--- src/rtl/screen_write_arbiter_if.sv ---
// Write-port bundle for screen_write_arbiter: character path, fill command and screen-buffer write.
// slave = arbiter view, master = surrounding logic / bench view.
interface screen_write_arbiter_if;
    logic       char_valid;
    logic       char_ready;
    logic [4:0] char_row;
    logic [6:0] char_col;
    logic [7:0] char_byte;

    logic       cmd_valid;
    logic       cmd_ready;
    logic [1:0] cmd_op;
    logic [4:0] cmd_row;
    logic [6:0] cmd_col;

    logic       buf_valid;
    logic       buf_ready;
    logic [4:0] buf_row;
    logic [6:0] buf_col;
    logic [7:0] buf_byte;

    logic       fill_busy;

    modport slave (
        input  char_valid, char_row, char_col, char_byte,
        output char_ready,
        input  cmd_valid, cmd_op, cmd_row, cmd_col,
        output cmd_ready,
        output buf_valid, buf_row, buf_col, buf_byte,
        input  buf_ready,
        output fill_busy
    );

    modport master (
        output char_valid, char_row, char_col, char_byte,
        input  char_ready,
        output cmd_valid, cmd_op, cmd_row, cmd_col,
        input  cmd_ready,
        input  buf_valid, buf_row, buf_col, buf_byte,
        output buf_ready,
        input  fill_busy
    );
endinterface

--- src/rtl/screen_write_arbiter.sv ---
// Shares the screen-buffer write port between the character path and a clear/fill engine.
// Define SCREEN_ARB_CLEAR_EOL_EN to enable op 10 (clear from cmd_col to end of row).
//
// state | meaning
// IDLE  | character path passes straight through to the buffer port; commands accepted
// FILL  | buffer port owned by fill engine, writing FILL_BYTE cell by cell
module screen_write_arbiter #(
    parameter int         ROWS      = 24,
    parameter int         COLS      = 100,
    parameter logic [7:0] FILL_BYTE = 8'h20
) (
    input logic                   clk,
    input logic                   reset,
    screen_write_arbiter_if.slave bus
);

`ifdef SCREEN_ARB_CLEAR_EOL_EN
    localparam bit EOL_EN = 1'b1;
`else
    localparam bit EOL_EN = 1'b0;
`endif

    localparam logic [5:0] ROWS_L   = 6'(ROWS);
    localparam logic [7:0] COLS_L   = 8'(COLS);
    localparam logic [4:0] LAST_ROW = 5'(ROWS - 1);
    localparam logic [6:0] LAST_COL = 7'(COLS - 1);

    typedef enum logic {
        IDLE = 1'b0,
        FILL = 1'b1
    } state_t;

    state_t     state;
    logic [4:0] row_q;
    logic [6:0] col_q;
    logic [4:0] end_row;

    logic       fill_on;
    logic       range_ok;
    logic       start_fill;
    logic [4:0] start_row;
    logic [6:0] start_col;
    logic [4:0] start_end;
    logic       last_cell;

    // Out-of-range row/col rejects every op, clear-screen included.
    always_comb begin
        range_ok   = ({1'b0, bus.cmd_row} < ROWS_L) && ({1'b0, bus.cmd_col} < COLS_L);
        start_fill = 1'b0;
        start_row  = 5'd0;
        start_col  = 7'd0;
        start_end  = 5'd0;
        case (bus.cmd_op)
            2'b00: begin
                start_fill = range_ok;
                start_end  = LAST_ROW;
            end
            2'b01: begin
                start_fill = range_ok;
                start_row  = bus.cmd_row;
                start_end  = bus.cmd_row;
            end
            2'b10: begin
                start_fill = EOL_EN && range_ok;
                start_row  = bus.cmd_row;
                start_col  = bus.cmd_col;
                start_end  = bus.cmd_row;
            end
            default: start_fill = 1'b0;
        endcase
    end

    assign last_cell = (row_q == end_row) && (col_q == LAST_COL);

    // Reset masks the fill side immediately so an aborted fill issues no further writes.
    assign fill_on       = (state == FILL) && !reset;
    assign bus.fill_busy = fill_on;
    assign bus.cmd_ready = (state == IDLE) && !reset;

    always_comb begin
        if (fill_on) begin
            bus.buf_valid  = 1'b1;
            bus.buf_row    = row_q;
            bus.buf_col    = col_q;
            bus.buf_byte   = FILL_BYTE;
            bus.char_ready = 1'b0;
        end else begin
            bus.buf_valid  = bus.char_valid;
            bus.buf_row    = bus.char_row;
            bus.buf_col    = bus.char_col;
            bus.buf_byte   = bus.char_byte;
            bus.char_ready = bus.buf_ready;
        end
    end

    always_ff @(posedge clk) begin
        if (reset) begin
            state   <= IDLE;
            row_q   <= 5'd0;
            col_q   <= 7'd0;
            end_row <= 5'd0;
        end else begin
            case (state)
                IDLE: begin
                    if (bus.cmd_valid && start_fill) begin
                        state   <= FILL;
                        row_q   <= start_row;
                        col_q   <= start_col;
                        end_row <= start_end;
                    end
                end
                FILL: begin
                    if (bus.buf_ready) begin
                        if (last_cell) begin
                            state <= IDLE;
                        end else if (col_q == LAST_COL) begin
                            col_q <= 7'd0;
                            row_q <= row_q + 5'd1;
                        end else begin
                            col_q <= col_q + 7'd1;
                        end
                    end
                end
                default: state <= IDLE;
            endcase
        end
    end

endmodule

--- src/flat_wrapper.sv ---
// flat-port wrapper written by rule: the top's interface ports become plain ports
module screen_write_arbiter_flat 
#(
    parameter int         ROWS      = 24,
    parameter int         COLS      = 100,
    parameter logic [7:0] FILL_BYTE = 8'h20
)
  (clk, reset, bus_char_valid, bus_char_row, bus_char_col, bus_char_byte, bus_char_ready, bus_cmd_valid, bus_cmd_op, bus_cmd_row, bus_cmd_col, bus_cmd_ready, bus_buf_valid, bus_buf_row, bus_buf_col, bus_buf_byte, bus_buf_ready, bus_fill_busy);
  screen_write_arbiter_if bus_i ();
  input logic clk;
  input logic reset;
  input wire logic [$bits(bus_i.char_valid)-1:0] bus_char_valid;
  input wire logic [$bits(bus_i.char_row)-1:0] bus_char_row;
  input wire logic [$bits(bus_i.char_col)-1:0] bus_char_col;
  input wire logic [$bits(bus_i.char_byte)-1:0] bus_char_byte;
  output wire logic [$bits(bus_i.char_ready)-1:0] bus_char_ready;
  input wire logic [$bits(bus_i.cmd_valid)-1:0] bus_cmd_valid;
  input wire logic [$bits(bus_i.cmd_op)-1:0] bus_cmd_op;
  input wire logic [$bits(bus_i.cmd_row)-1:0] bus_cmd_row;
  input wire logic [$bits(bus_i.cmd_col)-1:0] bus_cmd_col;
  output wire logic [$bits(bus_i.cmd_ready)-1:0] bus_cmd_ready;
  output wire logic [$bits(bus_i.buf_valid)-1:0] bus_buf_valid;
  output wire logic [$bits(bus_i.buf_row)-1:0] bus_buf_row;
  output wire logic [$bits(bus_i.buf_col)-1:0] bus_buf_col;
  output wire logic [$bits(bus_i.buf_byte)-1:0] bus_buf_byte;
  input wire logic [$bits(bus_i.buf_ready)-1:0] bus_buf_ready;
  output wire logic [$bits(bus_i.fill_busy)-1:0] bus_fill_busy;
  assign bus_i.char_valid = bus_char_valid;
  assign bus_i.char_row = bus_char_row;
  assign bus_i.char_col = bus_char_col;
  assign bus_i.char_byte = bus_char_byte;
  assign bus_char_ready = bus_i.char_ready;
  assign bus_i.cmd_valid = bus_cmd_valid;
  assign bus_i.cmd_op = bus_cmd_op;
  assign bus_i.cmd_row = bus_cmd_row;
  assign bus_i.cmd_col = bus_cmd_col;
  assign bus_cmd_ready = bus_i.cmd_ready;
  assign bus_buf_valid = bus_i.buf_valid;
  assign bus_buf_row = bus_i.buf_row;
  assign bus_buf_col = bus_i.buf_col;
  assign bus_buf_byte = bus_i.buf_byte;
  assign bus_i.buf_ready = bus_buf_ready;
  assign bus_fill_busy = bus_i.fill_busy;
  screen_write_arbiter #(.ROWS(ROWS), .COLS(COLS), .FILL_BYTE(FILL_BYTE)) u_core (.clk(clk), .reset(reset), .bus(bus_i));
endmodule
--- config.mk ---
export PLATFORM = sky130hd
export DESIGN_NAME = screen_write_arbiter_flat
export DESIGN_NICKNAME = d
export VERILOG_FILES = /design/src/rtl/screen_write_arbiter_if.sv /design/src/rtl/screen_write_arbiter.sv /design/src/flat_wrapper.sv
export SDC_FILE = /design/constraint.sdc
export NUM_CORES = 1
export LEC_CHECK = 0
export BUFFER_PORTS_ARGS = -buffer_cell sky130_fd_sc_hd__buf_2
export CAP_MARGIN = 20
export CORE_MARGIN = 2
export CORE_UTILIZATION = 47
export DETAILED_ROUTE_END_ITERATION = 8
export PLACE_DENSITY = 0.85
export SETUP_SLACK_MARGIN = 0.05
export SYNTH_ARGS = -nofsm -noshare
export SYNTH_HDL_FRONTEND = slang
export SYNTH_SLANG_ARGS = --single-unit
--- constraint.sdc ---
create_clock -name clk -period 1.85 [get_ports clk]
set_input_delay 0.0925 -clock clk [delete_from_list [all_inputs] [get_ports clk]]
set_output_delay 0.0925 -clock clk [all_outputs]
set_load 0.03 [all_outputs]
* After elaboration in Yosys (flattened, before gate mapping)
Cells that the tools add are included.
** Word-level totals
- Bits in registers :: 18
- Bits of input ports :: 39
- Output and inout bits :: 24
- Word-level logic and storage cells :: 52
** Operators by class
- Equal/unequal tests :: 8
- Reduce and logical (&&, ||, !) cells :: 12
- Add/subtract/negate cells :: 2
- Muxes and demuxes :: 23
- Bitwise gates (word level) :: 1
- $lt $le $gt $ge :: 2
** Operator list (count)
- $mux W7 :: 6
- $mux W5 :: 6
- $pmux W5 S2 :: 2
- $pmux W7 S2 :: 1
- $mux W8 :: 1
- $ne A2 B2 Y1 const B :: 4
- $add A7 B1 Y7 const B :: 1
- $eq A7 B7 Y1 const B :: 1
- $lt A7 B7 Y1 const B :: 1
- $mux W1 :: 6
- $add A5 B1 Y5 const B :: 1
- $eq A5 B5 Y1 :: 1
- $logic_and A1 B1 Y1 :: 5
- $lt A5 B5 Y1 const B :: 1
- $reduce_and A4 Y1 :: 1
- $reduce_or A2 Y1 :: 2
- $reduce_and A3 Y1 :: 1
- $eq A2 B1 Y1 const B :: 1
- $eq A2 B2 Y1 const B :: 1
- $logic_not A2 Y1 :: 1
- $pmux W1 S2 :: 1
- $reduce_and A2 Y1 :: 1
- $logic_not A1 Y1 :: 1
- $not A1 Y1 :: 1

* Depth between registers and ports, before layout
- Word-level depth :: 6
- Gate-level depth with buffers :: 8
- Depth with buffers taken out :: 7

* Least setup slack after synthesis
OpenSTA, ideal clock, no wires.
- Path type :: register to register
- Start point :: register u_core.col_q[0]
- End point :: register u_core.row_q[4]
- Stages on the path, launching flop included :: 7
- Data arrival time :: 1443 ps
- Clock period less this slack :: 1576 ps
- Setup time :: 133 ps
- Path slack :: 274 ps
- Buffers on the path :: 0
- Required time :: 1717 ps
- Cells stage by stage :: dfxtp_1 > ha_1 > nand2b_1 > o21a_1 > a211oi_2 > a21boi_1 > o32ai_1
** Between the ends
- Cells in the longest elaborated chain, start to end :: 4
- Elaborated cells between the ends (all ways) :: 5
- Classes of those cells :: 3 x eq/ne; 2 x reduce/logical
** RTL lines
- from (decl) :: RTL line screen_write_arbiter.sv:35 : logic [6:0] col_q;
- from (signal assigned) :: RTL line screen_write_arbiter.sv:108 : col_q <= start_col;
- from (signal assigned) :: RTL line screen_write_arbiter.sv:120 : col_q <= col_q + 7'd1;
- $eq A7 B7 Y1 (*) :: RTL line screen_write_arbiter.sv:73, screen_write_arbiter.sv:116
- $logic_and A1 B1 Y1 :: RTL line screen_write_arbiter.sv:73 : assign last_cell = (row_q == end_row) && (col_q == LAST_COL);
- $ne A2 B2 Y1 (no source line)
- $reduce_and A4 Y1 (no source line) (*)
- to (signal assigned) :: RTL line screen_write_arbiter.sv:107 : row_q <= start_row;
- to (signal assigned) :: RTL line screen_write_arbiter.sv:118 : row_q <= row_q + 5'd1;
- to (decl) :: RTL line screen_write_arbiter.sv:34 : logic [4:0] row_q;
Mark *: on every way between the ends. The rest lies on a longest branch, timed or not.
A chain may end at the register's enable or synchronous reset.

* Worst setup path after layout
- Start point :: register u_core.col_q[0]
- End point :: register u_core.col_q[4]
** Between the ends
- Cells in the longest elaborated chain, start to end :: 5
- Elaborated cells between the ends (all ways) :: 9
- Classes of those cells :: 1 x add/sub; 2 x eq/ne; 4 x mux; 2 x reduce/logical
** RTL lines
- $add A7 B1 Y7 / $eq A7 B7 Y1 (equally long branches) :: RTL line screen_write_arbiter.sv:120, screen_write_arbiter.sv:73, screen_write_arbiter.sv:116
- $mux W7 :: RTL line screen_write_arbiter.sv:116 : end else if (col_q == LAST_COL) begin
- $mux W7 :: RTL line screen_write_arbiter.sv:114 : if (last_cell) begin
- $mux W7 :: RTL line screen_write_arbiter.sv:113 : if (bus.buf_ready) begin
- $pmux W7 S2 :: RTL line screen_write_arbiter.sv:103 : case (state)
Several ways; a longest one is shown, not always the timed one. The select of a mux whose other input is x is not followed.

==> results.py <==
metrics = {
    "job": {
        "drv_cap": 0,
    },
    "yosys": {
        "synthAdderAreaFrac": 0.05282,
        "synth_flop_cell": "dfxtp_1",
        "synth_xor_area_frac": 0.03697,
        "synth_mux_area_frac": 0.07923,
        "synth-seq-cells": 18,
        "synth-edff-count": 0,
        "syn_nets": 226,
        "synthDistinctLibCells": 41,
        "yosys_warnings": 0,
        "synthArstFlopShare": 0,
        "synth_top_family_by_area": "simple AND/OR/NAND/NOR gates",
        "syn-cell-area_sq_um": 1421,
        "synth_compound_area_frac": 0.2465,
        "synthSimpleGateAreaFrac": 0.2931,
        "ys_seq_area_frac": 0.2535,
        "syn_inst": 181,
        "synth_area_per_cell_sq_um": 7.853,
    },
    "clocking": {
        "clk_pin_slew_ns": 0.10,
        "numClockSinks": 18,
        "clkLatencyLatePin_ns": 0.32,
        "htree_levels": 1,
        "root_buffer": "clkbuf_4",
        "cts-buffers-inserted": 3,
        "cts.path.max_buffers": 2,
        "tritoncts": "yes",
    },
    "timing": {
        "hold_viol_final": 0,
        "finClkSkew_ns": 0.01887,
        "worst_pin_slew_ns": 0.3963,
        "setup_ws_ns": 0.1136,
        "fin_crit_sh": 0.9386,
        "min_period_ns": 1.736,
        "setup_violations": 0,
        "relSlewSlack": 0.7354,
        "holdWs_ns": 0.1038,
        "finalSetupTns_ns": 0,
        "maxSlewViolCount": 0,
        "max_freq_ghz": 0.5759,
    },
    "grt": {
        "overflow": 0,
        "antenna_found_initial": 0,
        "grt_pass1_vias": 1367,
        "grt_max_degree": 25,
        "grtUsageTotal": 0.2318,
        "grt_first_pass_wirelength_um": 6044,
    },
    "detailed_routing": {
        "avgRoutedWirePerCell_um": 14.80,
        "ant_nets": 0,
        "via_per_inst": 5.599,
        "routed_wirelength_um": 4173,
        "drc_errors": 7,
        "vias": 1579,
        "dr.first_iter.drc_count": 60,
        "drt_pass1_iterations": 6,
    },
    "power_and_ir_drop": {
        "power_density_nw_per_um2": 556.7,
        "seq_power_share": 0.401,
        "p_leak_nw": 0.8676,
        "intPower_uw": 679.7,
        "clkPwrFrac": 0.240,
        "irDropWorstVdd_uv": 579.4,
        "pwr-share-comb": 0.358,
        "p_switching_uw": 386.0,
        "switching_share": 0.3622,
        "power_mw": 1.066,
    },
    "place": {
        "dp_hpwl_um": 3126,
        "place_ws_ns": 0.03589,
        "gp_congestion": 0.9145,
        "port-buffer-count": 62,
    },
    "die": {
        "num_rows": 19,
        "dieArea_sq_um": 3480,
        "start_util": 0.5067,
        "core_sq_um": 2805,
        "die_w_um": 58.99,
        "die_h_um": 58.99,
        "ios": 63,
    },
    "layout": {
        "final_common_cell": "buf_2",
        "fin_util": 0.6824,
        "layout_common_cells": "buf_2 (62), a21oi_1 (19), nor2_1 (18)",
        "syn_to_final_growth_pct": 34.68,
        "diodes": 0,
        "drive_gt1_frac": 0.4104,
        "nNetsFinal": 297,
    },
    "outcome": {
        "failed_checks": "design-rule violations",
        "status": "finished, violations left",
    },
    "critical_path": {
        "end_kind": "register",
        "cp.arrival_ns": 1.92,
        "crit_path_start_kind": "register",
        "path_class": "reg -> reg",
        "required_ns": 2.04,
        "cp_max_fo": 8,
    },
    "worst_hold_path": {
        "hold_path_class": "in -> reg",
    },
}
[worst max-delay path, cell delays in order (launching register included)]
cell and delay [ns]:
dfxtp_1 0.40, ha_1 0.27, nand2b_4 0.09, nor4_4 0.27, buf_4 0.20, a21oi_4 0.10
buf_4 0.16, nand2_1 0.06, a21oi_1 0.07
[registers in the layout (all words and copies together), names as in the netlist]
register        count
u_core.col_q        7
u_core.end_row      5
u_core.row_q        5
u_core.state        1
[power groups by stage]
stage / clock, mW / combinational [mW] / sequential, mW
after floorplan: 0 / 0.242 / 0.430
after global placement: 0 / 0.360 / 0.434
after detailed placement: 0 / 0.366 / 0.435
after CTS: 0.259 / 0.368 / 0.426
after global routing: 0.269 / 0.416 / 0.430
final: 0.256 / 0.382 / 0.428
[kinds of logic after synthesis]
kind of cell,Yosys count
buffers and inverters,14
adders and majority gates,6
muxes,10
DFF,18
xor gates and xnor gates,6
AOI/OAI and AO/OA,52
and+or+nand+nor,75
[cell usage after synthesis, types with 2 or more instances]
library cell / n / area share
o31ai_1: 2 / 0.011
o21ai_0: 7 / 0.025
nor2b_1: 5 / 0.022
dfxtp_1: 18 / 0.25
nor3_1: 6 / 0.021
a221oi_1: 2 / 0.012
nand2_1: 17 / 0.045
xor2_1: 5 / 0.031
ha_1: 6 / 0.053
a21oi_1: 19 / 0.067
clkbuf_1: 8 / 0.021
nor3b_1: 2 / 0.011
nor2_1: 18 / 0.048
and2_1: 9 / 0.040
nand2b_1: 7 / 0.031
inv_1: 5 / 0.013
a31oi_1: 2 / 0.0088
mux2_2: 10 / 0.079
a211oi_1: 2 / 0.011
o21ai_1: 6 / 0.021
nand3_1: 5 / 0.018
[worst paths after layout]
path | from | to | slack (ns) | cells past startpoint
worst max register to register | u_core.col_q[0] | u_core.col_q[4] | 0.11 | 8
worst max-delay path | u_core.col_q[0] | u_core.col_q[4] | 0.11 | 8
worst min register to register | u_core.end_row[2] | u_core.end_row[2] | 0.53 | 2
worst min-delay path | bus_cmd_col[1] | u_core.col_q[1] | 0.10 | 3
[per-stage QoR]
stage | std cells | area, sq um
after CTS | 279 | 1859
after global routing | 282 | 1914
after detailed placement | 275 | 1823
after global placement | 275 | 1823
final | 282 | 1914
after floorplan | 181 | 1421
[area by class of cell]
| cell class | instances | area, sq um |
|---|---|---|
| Tap cell | 31 | 38.79 |
| Inverter | 5 | 18.77 |
| Fill cell | 235 | 890.9 |
| Multi-Input combinational cell | 149 | 1039 |
| Clock buffer | 4 | 36.28 |
| Sequential cell | 18 | 361.6 |
| Timing Repair Buffer | 75 | 420.4 |
[metal layers]
metal / global-route usage / routed length, um / up-vias
met5: 0 / 0 / -
met3: 0.04803 / 323 / 8
met4: 0.08766 / 76 / 0
met1: 0.2999 / 1763 / 717
met2: 0.3794 / 2010 / 73
li1: - / - / 781
[timing repair]
| action | 4_1_cts | 5_1_grt |
|---|---|---|
| setup endpoints to repair | 0 | 20 |
| hold buffers | 0 | 0 |
| gates resized for setup | 0 | 6 |
| hold endpoints to repair | 0 | 0 |
| buffers inserted | 0 | 3 |
Power figures use the tool's default switching activity.
